**config.mk**
```make
export PLATFORM = sky130hd
export DESIGN_NAME = tpuv2_ctrl
export DESIGN_NICKNAME = d
export VERILOG_FILES = /design/src/rtl/tpuv2_ctrl.sv
export SDC_FILE = /design/constraint.sdc
export NUM_CORES = 1
export LEC_CHECK = 0
export ABC_CLOCK_PERIOD_IN_PS = 7450
export BUFFER_PORTS_ARGS = -buffer_cell sky130_fd_sc_hd__buf_2
export CAP_MARGIN = 40
export CORE_AREA = 2 2 161 163
export DETAILED_ROUTE_END_ITERATION = 10
export DIE_AREA = 0 0 163 165
export RECOVER_POWER = 25
export SKIP_LAST_GASP = 1
export SLEW_MARGIN = 20
export SYNTH_ARGS = -nofsm -noshare
export SYNTH_HDL_FRONTEND = slang
export SYNTH_SLANG_ARGS = --single-unit
```
**constraint.sdc**
```tcl
create_clock -name clk -period 7.45 [get_ports clk]
set_input_delay 1.49 -clock clk [delete_from_list [all_inputs] [get_ports clk]]
set_output_delay 1.49 -clock clk [all_outputs]
set_load 0.01 [all_outputs]
```
**src/rtl/tpuv2_ctrl.sv**
```systemverilog
// Bus front-end and multiply sequencer for the second-generation TPU.
// Optional PERF cycle counter is built when TPU_PERF_CNT_EN is defined.
module tpuv2_ctrl #(
   parameter int BITS_AB = 8,
   parameter int BITS_C  = 16,
   parameter int DIM     = 8,
   parameter int ADDRW   = 16,
   parameter int DATAW   = 64
) (
   input  logic                    clk,
   input  logic                    rst_n,
   input  logic                    en,
   input  logic                    r_w,
   input  logic [ADDRW-1:0]        addr,
   input  logic [DATAW-1:0]        dataIn,
   output logic [DATAW-1:0]        dataOut,
   output logic                    busy,
   output logic                    enA,
   output logic                    WrEnA,
   output logic                    enB,
   output logic [$clog2(DIM)-1:0]  Arow,
   output logic                    enS,
   output logic                    WrEnS,
   output logic [$clog2(DIM)-1:0]  Crow,
   output logic [DIM*BITS_C-1:0]   Cin,
   input  logic [DIM*BITS_C-1:0]   Cout
);

   localparam int CW   = (DIM*BITS_C + DATAW - 1) / DATAW;
   localparam int ROWW = $clog2(DIM);
   localparam int BPW  = DATAW / 8;
   localparam int BSH  = $clog2(BPW);
   localparam int MULN = 3*DIM - 2;
   localparam int CNTW = $clog2(MULN + 1);

   typedef enum logic [1:0] {IDLE, CLEAR, MUL} stateT;

   stateT                   state;
   logic [CNTW-1:0]         cnt;
   logic [(CW-1)*DATAW-1:0] cBuf;
   logic [CW*DATAW-1:0]     coutPad;
   logic [CW*DATAW-1:0]     cFull;
   logic [31:0]             perfVal;

   logic [ADDRW-1:0] aOff, bOff, cOff, cWord, cSel;
   logic [ROWW-1:0]  aRow, cRow, mulRow;
   logic             aligned, aHit, bHit, cHit, cmdHit, statusHit, perfHit;
   logic             wrReq, rdReq, cLast, cCommit;
   logic [DATAW-1:0] rdData;

   // Address decode: an address below a window base wraps high and misses it.
   always_comb begin
      aOff      = addr - ADDRW'('h0100);
      bOff      = addr - ADDRW'('h0200);
      cOff      = addr - ADDRW'('h0300);
      aligned   = (addr[BSH-1:0] == '0);
      aHit      = aligned && (aOff < ADDRW'(DIM*BPW));
      bHit      = aligned && (bOff < ADDRW'(DIM*BPW));
      cHit      = aligned && (cOff < ADDRW'(DIM*CW*BPW));
      aRow      = aOff[BSH +: ROWW];
      cWord     = cOff >> BSH;
      cSel      = cWord % ADDRW'(CW);
      cRow      = ROWW'(cWord / ADDRW'(CW));
      cmdHit    = (addr == ADDRW'('h0400));
      statusHit = (addr == ADDRW'('h0408));
      perfHit   = (addr == ADDRW'('h0410));
   end

   assign busy    = (state != IDLE);
   assign wrReq   = en && r_w && !busy;
   assign rdReq   = en && !r_w;
   assign cLast   = (cSel == ADDRW'(CW-1));
   assign cCommit = wrReq && cHit && cLast;
   assign cFull   = {dataIn, cBuf};
   assign mulRow  = (cnt < CNTW'(DIM)) ? cnt[ROWW-1:0] : ROWW'(DIM-1);

   always_comb begin
      // NOTE: every signal gets a default first so no path leaves it unassigned (no latch).
      coutPad                 = '0;
      coutPad[DIM*BITS_C-1:0] = Cout;
      enA   = (state == MUL);
      enS   = (state == MUL);
      enB   = (state == MUL) || (wrReq && bHit);
      WrEnA = wrReq && aHit;
      WrEnS = (state == CLEAR) || cCommit;
      Arow  = '0;
      if (state == MUL)       Arow = mulRow;
      else if (wrReq && aHit) Arow = aRow;
      Crow  = '0;
      if (state == CLEAR)            Crow = cnt[ROWW-1:0];
      else if (en && !busy && cHit)  Crow = cRow;
      Cin   = '0;
      if (cCommit) Cin = cFull[DIM*BITS_C-1:0];
   end

   // Datapath array is not readable from here; A/B and busy-time C reads return 0.
   always_comb begin
      rdData = '0;
      if (statusHit)     rdData[0] = busy;
      else if (perfHit)  rdData = DATAW'(perfVal);
      else if (cHit && !busy) begin
         for (int w = 0; w < CW; w++)
            if (cSel == ADDRW'(w)) rdData = coutPad[w*DATAW +: DATAW];
      end
   end

   always_ff @(posedge clk or negedge rst_n) begin
      // NOTE: sequential state uses non-blocking assignments so all flops update together.
      if (!rst_n) begin
         state <= IDLE;
         cnt   <= '0;
      end else begin
         case (state)
            IDLE: if (wrReq && cmdHit) begin
               state <= dataIn[0] ? CLEAR : MUL;
               cnt   <= '0;
            end
            CLEAR: if (cnt == CNTW'(DIM-1)) begin
               state <= MUL;
               cnt   <= '0;
            end else cnt <= cnt + 1'b1;
            MUL: if (cnt == CNTW'(MULN-1)) begin
               state <= IDLE;
               cnt   <= '0;
            end else cnt <= cnt + 1'b1;
            default: state <= IDLE;
         endcase
      end
   end

   always_ff @(posedge clk or negedge rst_n) begin
      // NOTE: the shadow row is reset on purpose so a half-written C row never survives reset.
      if (!rst_n) begin
         dataOut <= '0;
         cBuf    <= '0;
      end else begin
         if (rdReq) dataOut <= rdData;
         if (wrReq && cHit && !cLast) begin
            for (int w = 0; w < CW-1; w++)
               if (cSel == ADDRW'(w)) cBuf[w*DATAW +: DATAW] <= dataIn;
         end
      end
   end

`ifdef TPU_PERF_CNT_EN
   logic [31:0] perf;

   always_ff @(posedge clk or negedge rst_n) begin
      if (!rst_n)                          perf <= '0;
      else if (state == MUL && perf != '1) perf <= perf + 1'b1;
   end

   assign perfVal = perf;
`else
   assign perfVal = '0;
`endif

endmodule
```
==> results.yml, run 1 <==
status:
  status: "complete, but fails checks"
  violations: "max-capacitance violations, max-slew violations"
sta:
  worst_slew_pin_slew_ns: 3.431
  slew_headroom_pct: -128.7
  finalClockSkew_ns: 0.01140
  hold_viol_final: 0
  fin_tns_setup_ns: 0
  max_freq_mhz: 178.0
  setup_violations: 0
  slew_violations: 66
  fin_crit_sh_pct: 75.43
  rsz0062_at_grt: "false"
  min_period_ns: 5.620
power_and_ir_drop:
  power_frac_comb_pct: 13.3
  p_int_mw: 1.353
  power.share.sequential_pct: 40.7
  switching_share_pct: 27.31
  p_total_mw: 1.862
  power_density_nw_per_um2: 186.0
  clkPwrFrac_pct: 46.0
  p_switching_mw: 0.5084
  ir_drop_mv: 0.1360
  leakagePower_nw: 5.814
critical_path:
  cp_data_arrival_time_ns: 4.13
  crit_cells: 11
  critical-path-top-delay-family: "simple AND/OR/NAND/NOR gates"
  cp-end-kind: "output pin"
  startpoint: "addr[10]"
  critPathMaxFanout: 57
  slowest_delay_ns: 0.47
  ff2ff_setup_slack_ns: 5.25
  r2r-end: "cBuf[35]$_DFFE_PN0P_"
  r2r_start: "state[0]$_DFFE_PN0P_"
  crit_buf_inv: 5
  crit_required_ns: 5.96
  r2r_cells: 6
  cpMaxStageDelayCell: "and3_2"
  critical_path_class: "in2out"
  cp-endpoint: "Cin[31]"
  cp-start-kind: "input pin"
  cp_common_cell: "buf_2"
  path_cells: "buf_2, inv_1, ha_1, a211o_1, o21ai_1, nor4b_4, and3_2, buf_12, buf_4, and2_1, buf_2"
clock_network:
  clk_latency_ns: 0.41
  clk_pin_slew_ns: 0.07
  cts.path.max_buffers: 2
  cts.sinks: 135
  cts_setup_buffers: 0
  cts-htree-levels: 4
  cts_tree: "done"
  cts_buffers: 17
  ctsResizeCount: 0
  cts_root_buf: "clkbuf_16"
  cts_hold_buf: 0
routing:
  routed_via_density: 4.432
  detail-route-antenna-nets: 0
  drtPass1Iterations: 5
  wl_per_cell_um: 15.24
  routed_wl_um: 21470
  drc_errors: 0
  first_iter_violations: 227
  vias: 6244
global_routing:
  overflow: 0
  grt_pass1_vias: 5875
  grt_start_max_net_pins: 66
  antenna_found_initial: 2
  grt_pass1_wl_um: 32050
  grt.total_usage_pct: 15.53
synthesis:
  syn_inst: 669
  async_flop_share_pct: 100.0
  yosys.area.top_type: "dfrtp_1"
  ys_seq_area_share_pct: 48.27
  synth.avg_cell_area_um2: 10.46
  synth_edf_count: 0
  yosysWarnings: 0
  ys.flop_type: "dfrtp_1"
  yosysTopAreaCellShare_pct: 48.27
  synthDistinctLibCells: 44
  syn_area_um2: 6998
  synth.most_common_cell: "dfrtp_1"
  syn_nets: 889
  ys_ff_latch: 135
  synthTopCellsByCount: "dfrtp_1, and2_1, nand2_1"
  synth.area.top_cells: "dfrtp_1, and2_1, mux2_1"
min_path:
  hold_class: "reg2reg"
placement:
  globalplace.congestion: 0.8394
  place_inst: 1376
  io_buffers: 415
  dp_hpwl_um: 16910
  postPlaceCellArea_um2: 9425
die:
  core_um2: 25040
  die_w_um: 163
  die-area_um2: 26900
  die_y_um: 165
  ios: 416
  initial_core_util_pct: 27.95
  fp-row-count: 58
layout:
  final_cell_area_um2: 10010
  postLayoutCoreUtil_pct: 39.98
  final_nets: 1285
  layout.cells.non_filler: 1409
  final_layout_size_suffix_gt1_share_pct: 43.23
  synthToLayoutAreaGrowth_pct: 43.02
run:
  drv_cap: 1
-- flip-flops by register name, summed over array words and instances (netlist names) --
| name | flops |
|---|---|
| cBuf | 64 |
| cnt | 5 |
| dataOut | 64 |
| state | 2 |
-- routing by layer --
metal	track usage, %	share of wire [%]
met2	26.91	51
met1	19.09	41
met5	0	0.061
met3	3.717	6.8
met4	4.948	1.0
-- stage by stage --
step / worst slack, ns / hold slack (ns)
6_report: 1.830 / 0.4726
5_1_grt: 1.611 / 0.4979
4_1_cts: 1.804 / 0.4791
3_5_place_dp: 1.789 / 0.4653
3_3_place_gp: 1.658 / 0.4572
2_1_floorplan: 2.824 / 0.4556
-- power by group through the flow --
stage	Combinational (mW)	Clock, mW	Sequential, mW
6_report	0.248	0.857	0.757
5_1_grt	0.277	0.924	0.759
4_1_cts	0.252	0.885	0.756
3_5_place_dp	0.252	0	0.770
3_3_place_gp	0.247	0	0.770
2_1_floorplan	0.129	0	0.767
-- worst min-delay path: cells and delay by family (launching register included) --
kind | cells | cell delay, ns
AO/OA/AOI/OAI | 1 | 0.06
flip-flops | 1 | 0.34
AND/OR/NAND/NOR | 1 | 0.04
-- layout make-up --
type                            instances  area [um^2]
Tap cell                              330        412.9
Timing Repair Buffer                  423         2187
Sequential cell                       135         3378
Inverter                               10        37.54
Multi-Input combinational cell        478         3398
Fill cell                            2538        15030
Antenna cell                            1        2.502
Clock inverter                         15        166.4
Clock buffer                           17        425.4
-- cell usage in the layout (no fill, tap or decap), types with 2 or more instances in the layout --
cell	n
dfrtp_1	135
clkbuf_1	2
or4_1	2
clkinvlp_4	2
nor2_1	3
clkbuf_16	17
mux2_1	60
a21oi_1	3
buf_2	413
nor3_1	6
or2_2	3
and4_1	2
ha_1	8
clkinv_2	2
a31oi_1	2
nand2_1	72
o31ai_1	5
nand4_1	2
mux2_2	4
buf_4	5
xor2_1	3
inv_6	6
nor2b_1	4
nor4b_1	2
nand3_1	9
inv_1	10
o21ai_0	71
clkinv_4	2
bufinv_16	2
mux2i_1	64
a22o_1	4
buf_16	2
and2_1	130
-- worst min-delay path by stage --
| stage | start | to | cells past startpoint |
|---|---|---|---|
| after floorplan | cBuf[0]$_DFFE_PN0P_ | cBuf[0]$_DFFE_PN0P_ | 1 |
| after global placement | dataOut[29]$_DFFE_PN0P_ | dataOut[29]$_DFFE_PN0P_ | 2 |
| after detailed placement | dataOut[38]$_DFFE_PN0P_ | dataOut[38]$_DFFE_PN0P_ | 2 |
| after CTS | dataOut[38]$_DFFE_PN0P_ | dataOut[38]$_DFFE_PN0P_ | 2 |
| after global routing | cBuf[50]$_DFFE_PN0P_ | cBuf[50]$_DFFE_PN0P_ | 1 |
| final | dataOut[33]$_DFFE_PN0P_ | dataOut[33]$_DFFE_PN0P_ | 2 |
-- cells by family after synthesis --
kind of cell	share of synthesized area [%]
multiplexers	19.45
flip-flops	48.27
adder cells (fa/ha/maj)	1.430
XOR/XNOR	0.5007
AO/OA/AOI/OAI	7.152
buffers and inverters	3.397
AND/OR/NAND/NOR	19.79
Note: power is estimated with default switching activity, not from simulation.
==> inputs of run 2 (changes only) <==
ABC_AREA = 1   (was unset)
ABC_CLOCK_PERIOD_IN_PS = 4650   (was 7450)
CORE_AREA = 2 2 159 161   (was 2 2 161 163)
DIE_AREA = 0 0 161 163   (was 0 0 163 165)
PLACE_DENSITY = 0.66   (was unset)
clock period = 4.65 ns   (was 7.45 ns; I/O delays follow)
==> run 2 against run 1 <==
The flow still finishes with violations (max-capacitance violations, max-slew violations). Clock-buffer cell count is 1 higher. Power is 68% higher. Sequential power is 62% higher. Worst hold slack worse by 0.0037 ns. First-iteration DRC count is 48% higher. Wire length is 25% higher. Clock power is 61% higher. Critical path depth is 3 higher. Critical path type unchanged. Critical endpoint is now Cin[123]. Highest routed layer unchanged.
==> results.yml, run 2 <==
clock_network:
  ctsResizeCount: 0
  clk_latency_ns: 0.41
  cts_setup_buffers: 0
  cts_tree: "done"
  cts_hold_buf: 0
  cts.path.max_buffers: 2
  cts_root_buf: "clkbuf_16"
  cts-htree-levels: 4
  clk_pin_slew_ns: 0.06
  cts.sinks: 135
  cts_buffers: 17
synthesis:
  async_flop_share_pct: 100.0
  ys.flop_type: "dfrtp_1"
  ys_ff_latch: 135
  synthDistinctLibCells: 30
  syn_inst: 1070
  yosysTopAreaCellShare_pct: 39.16
  synth.most_common_cell: "nand2_1"
  synthTopCellsByCount: "nand2_1, inv_1, dfrtp_1"
  synth_edf_count: 0
  ys_seq_area_share_pct: 39.16
  yosys.area.top_type: "dfrtp_1"
  synth.avg_cell_area_um2: 8.063
  synth.area.top_cells: "dfrtp_1, nor2_4, nand2_1"
  syn_area_um2: 8627
  yosysWarnings: 0
  syn_nets: 1290
global_routing:
  grt_start_max_net_pins: 75
  grt.total_usage_pct: 19.88
  overflow: 0
  antenna_found_initial: 1
  grt_pass1_vias: 7533
  grt_pass1_wl_um: 40860
power_and_ir_drop:
  power_density_nw_per_um2: 273.8
  p_total_mw: 3.122
  ir_drop_mv: 0.1774
  leakagePower_nw: 5.973
critical_path:
  crit_required_ns: 3.72
  cp-start-kind: "input pin"
  r2r_start: "state[1]$_DFFE_PN0P_"
  critical_path_class: "in2out"
  startpoint: "addr[10]"
  cp_data_arrival_time_ns: 2.94
  cp-end-kind: "output pin"
  critPathMaxFanout: 35
routing:
  drc_errors: 0
  vias: 8099
  wl_per_cell_um: 14.95
  routed_via_density: 4.520
  detail-route-antenna-nets: 0
  routed_wl_um: 26800
  drtPass1Iterations: 5
  first_iter_violations: 336
layout:
  final_nets: 1669
  nFillCells: 2542
  top_regs: "cBuf: 64 flops, dataOut: 64 flops, cnt: 5 flops"
  final_layout_size_suffix_gt1_share_pct: 43.64
  layout_common_cells: "buf_2, nand2_1, inv_1"
  num_antenna_cells: 0
  final_common_cell: "buf_2"
  synthToLayoutAreaGrowth_pct: 32.15
sta:
  fin_tns_setup_ns: 0
  worst_slew_pin_slew_ns: 2.017
  whs_ns: 0.4689
  finalClockSkew_ns: 0.009204
  fin_crit_sh_pct: 83.32
  slew_violations: 38
  setup_violations: 0
  rsz0062_at_grt: "false"
  hold_viol_final: 0
  setup_ws_ns: 0.7756
  max_freq_mhz: 258.1
  slew_headroom_pct: -34.44
  min_period_ns: 3.874
placement:
  globalplace.congestion: 0.8420
  pre_cts_ws_ns: 0.7411
  dp_hpwl_um: 20770
  io_buffers: 415
die:
  core_um2: 24670
  ios: 416
  die_w_um: 161
  die-area_um2: 26240
  fp-row-count: 58
  die_y_um: 163
  initial_core_util_pct: 34.96
status:
  status: "complete, but fails checks"
  violations: "max-capacitance violations, max-slew violations"
min_path:
  hold_start: "cBuf[6]$_DFFE_PN0P_"
  hold_class: "reg2reg"
run:
  drv_cap: 1
## run 2: per-layer routing
metal | vias to the layer above | global-route usage (%) | wire length, um
met5 | - | 0 | 13
met4 | 2 | 5.114 | 395
met3 | 21 | 4.278 | 1663
met2 | 304 | 35.12 | 13620
met1 | 3678 | 24.70 | 11100
li1 | 4094 | - | -
## run 2: report_power, final
group          switching [mW]  total (mW)  internal (mW)
clock network           0.564        1.38          0.819
registers              0.0295        1.23           1.20
logic                   0.314       0.511          0.197
total                   0.908        3.12           2.21
## run 2: final timing paths
path	cells past startpoint	slack (ns)	endpoint
worst min register to register	2	0.47	cBuf[6]$_DFFE_PN0P_
worst max-delay path	14	0.78	Cin[123]
worst max register to register	11	1.80	cBuf[25]$_DFFE_PN0P_
max in group asynchronous	3	1.11	dataOut[54]$_DFFE_PN0P_
min in group asynchronous	1	1.08	cBuf[27]$_DFFE_PN0P_
worst min-delay path	2	0.47	cBuf[6]$_DFFE_PN0P_
## run 2: kinds of logic after synthesis
group	count (synthesis)	synth area share, %
and+or+nand+nor	550	36.29
buffers and inverters	222	12.28
AOI/OAI and AO/OA	153	10.91
DFF	135	39.16
adders and majority gates	8	1.160
xor gates and xnor gates	2	0.2031
## run 2: per-stage QoR
step                cells  utilization (%)  instance area, um^2
finish               1792            46.21                11400
global placement     1758            43.72                10790
CTS                  1792            46.34                11430
floorplan            1070                -                 8627
detailed placement   1760            43.91                10840
global route         1792            46.21                11400
## run 2: area by class of cell
type | count | area (um^2) | area share (%)
clock inverters | 14 | 160.2 | 1.405
clock buffers | 18 | 439.2 | 3.852
flip-flops and latches | 135 | 3378 | 29.63
inverters | 152 | 573.1 | 5.026
repair buffers | 430 | 2232 | 19.58
well taps | 330 | 412.9 | 3.622
multi-input cells | 713 | 4205 | 36.89
## run 2: worst max-delay path, cell delays in order
cell      delay (ns)
buf_2           0.12
inv_2           0.07
ha_1            0.17
nand2_1         0.07
nand2_1         0.10
o21bai_2        0.14
nand2_1         0.09
nor2_4          0.14
nand2_2         0.07
nor2_4          0.14
nand2_8         0.28
buf_12          0.34
nor2_1          0.12
buf_2           0.14
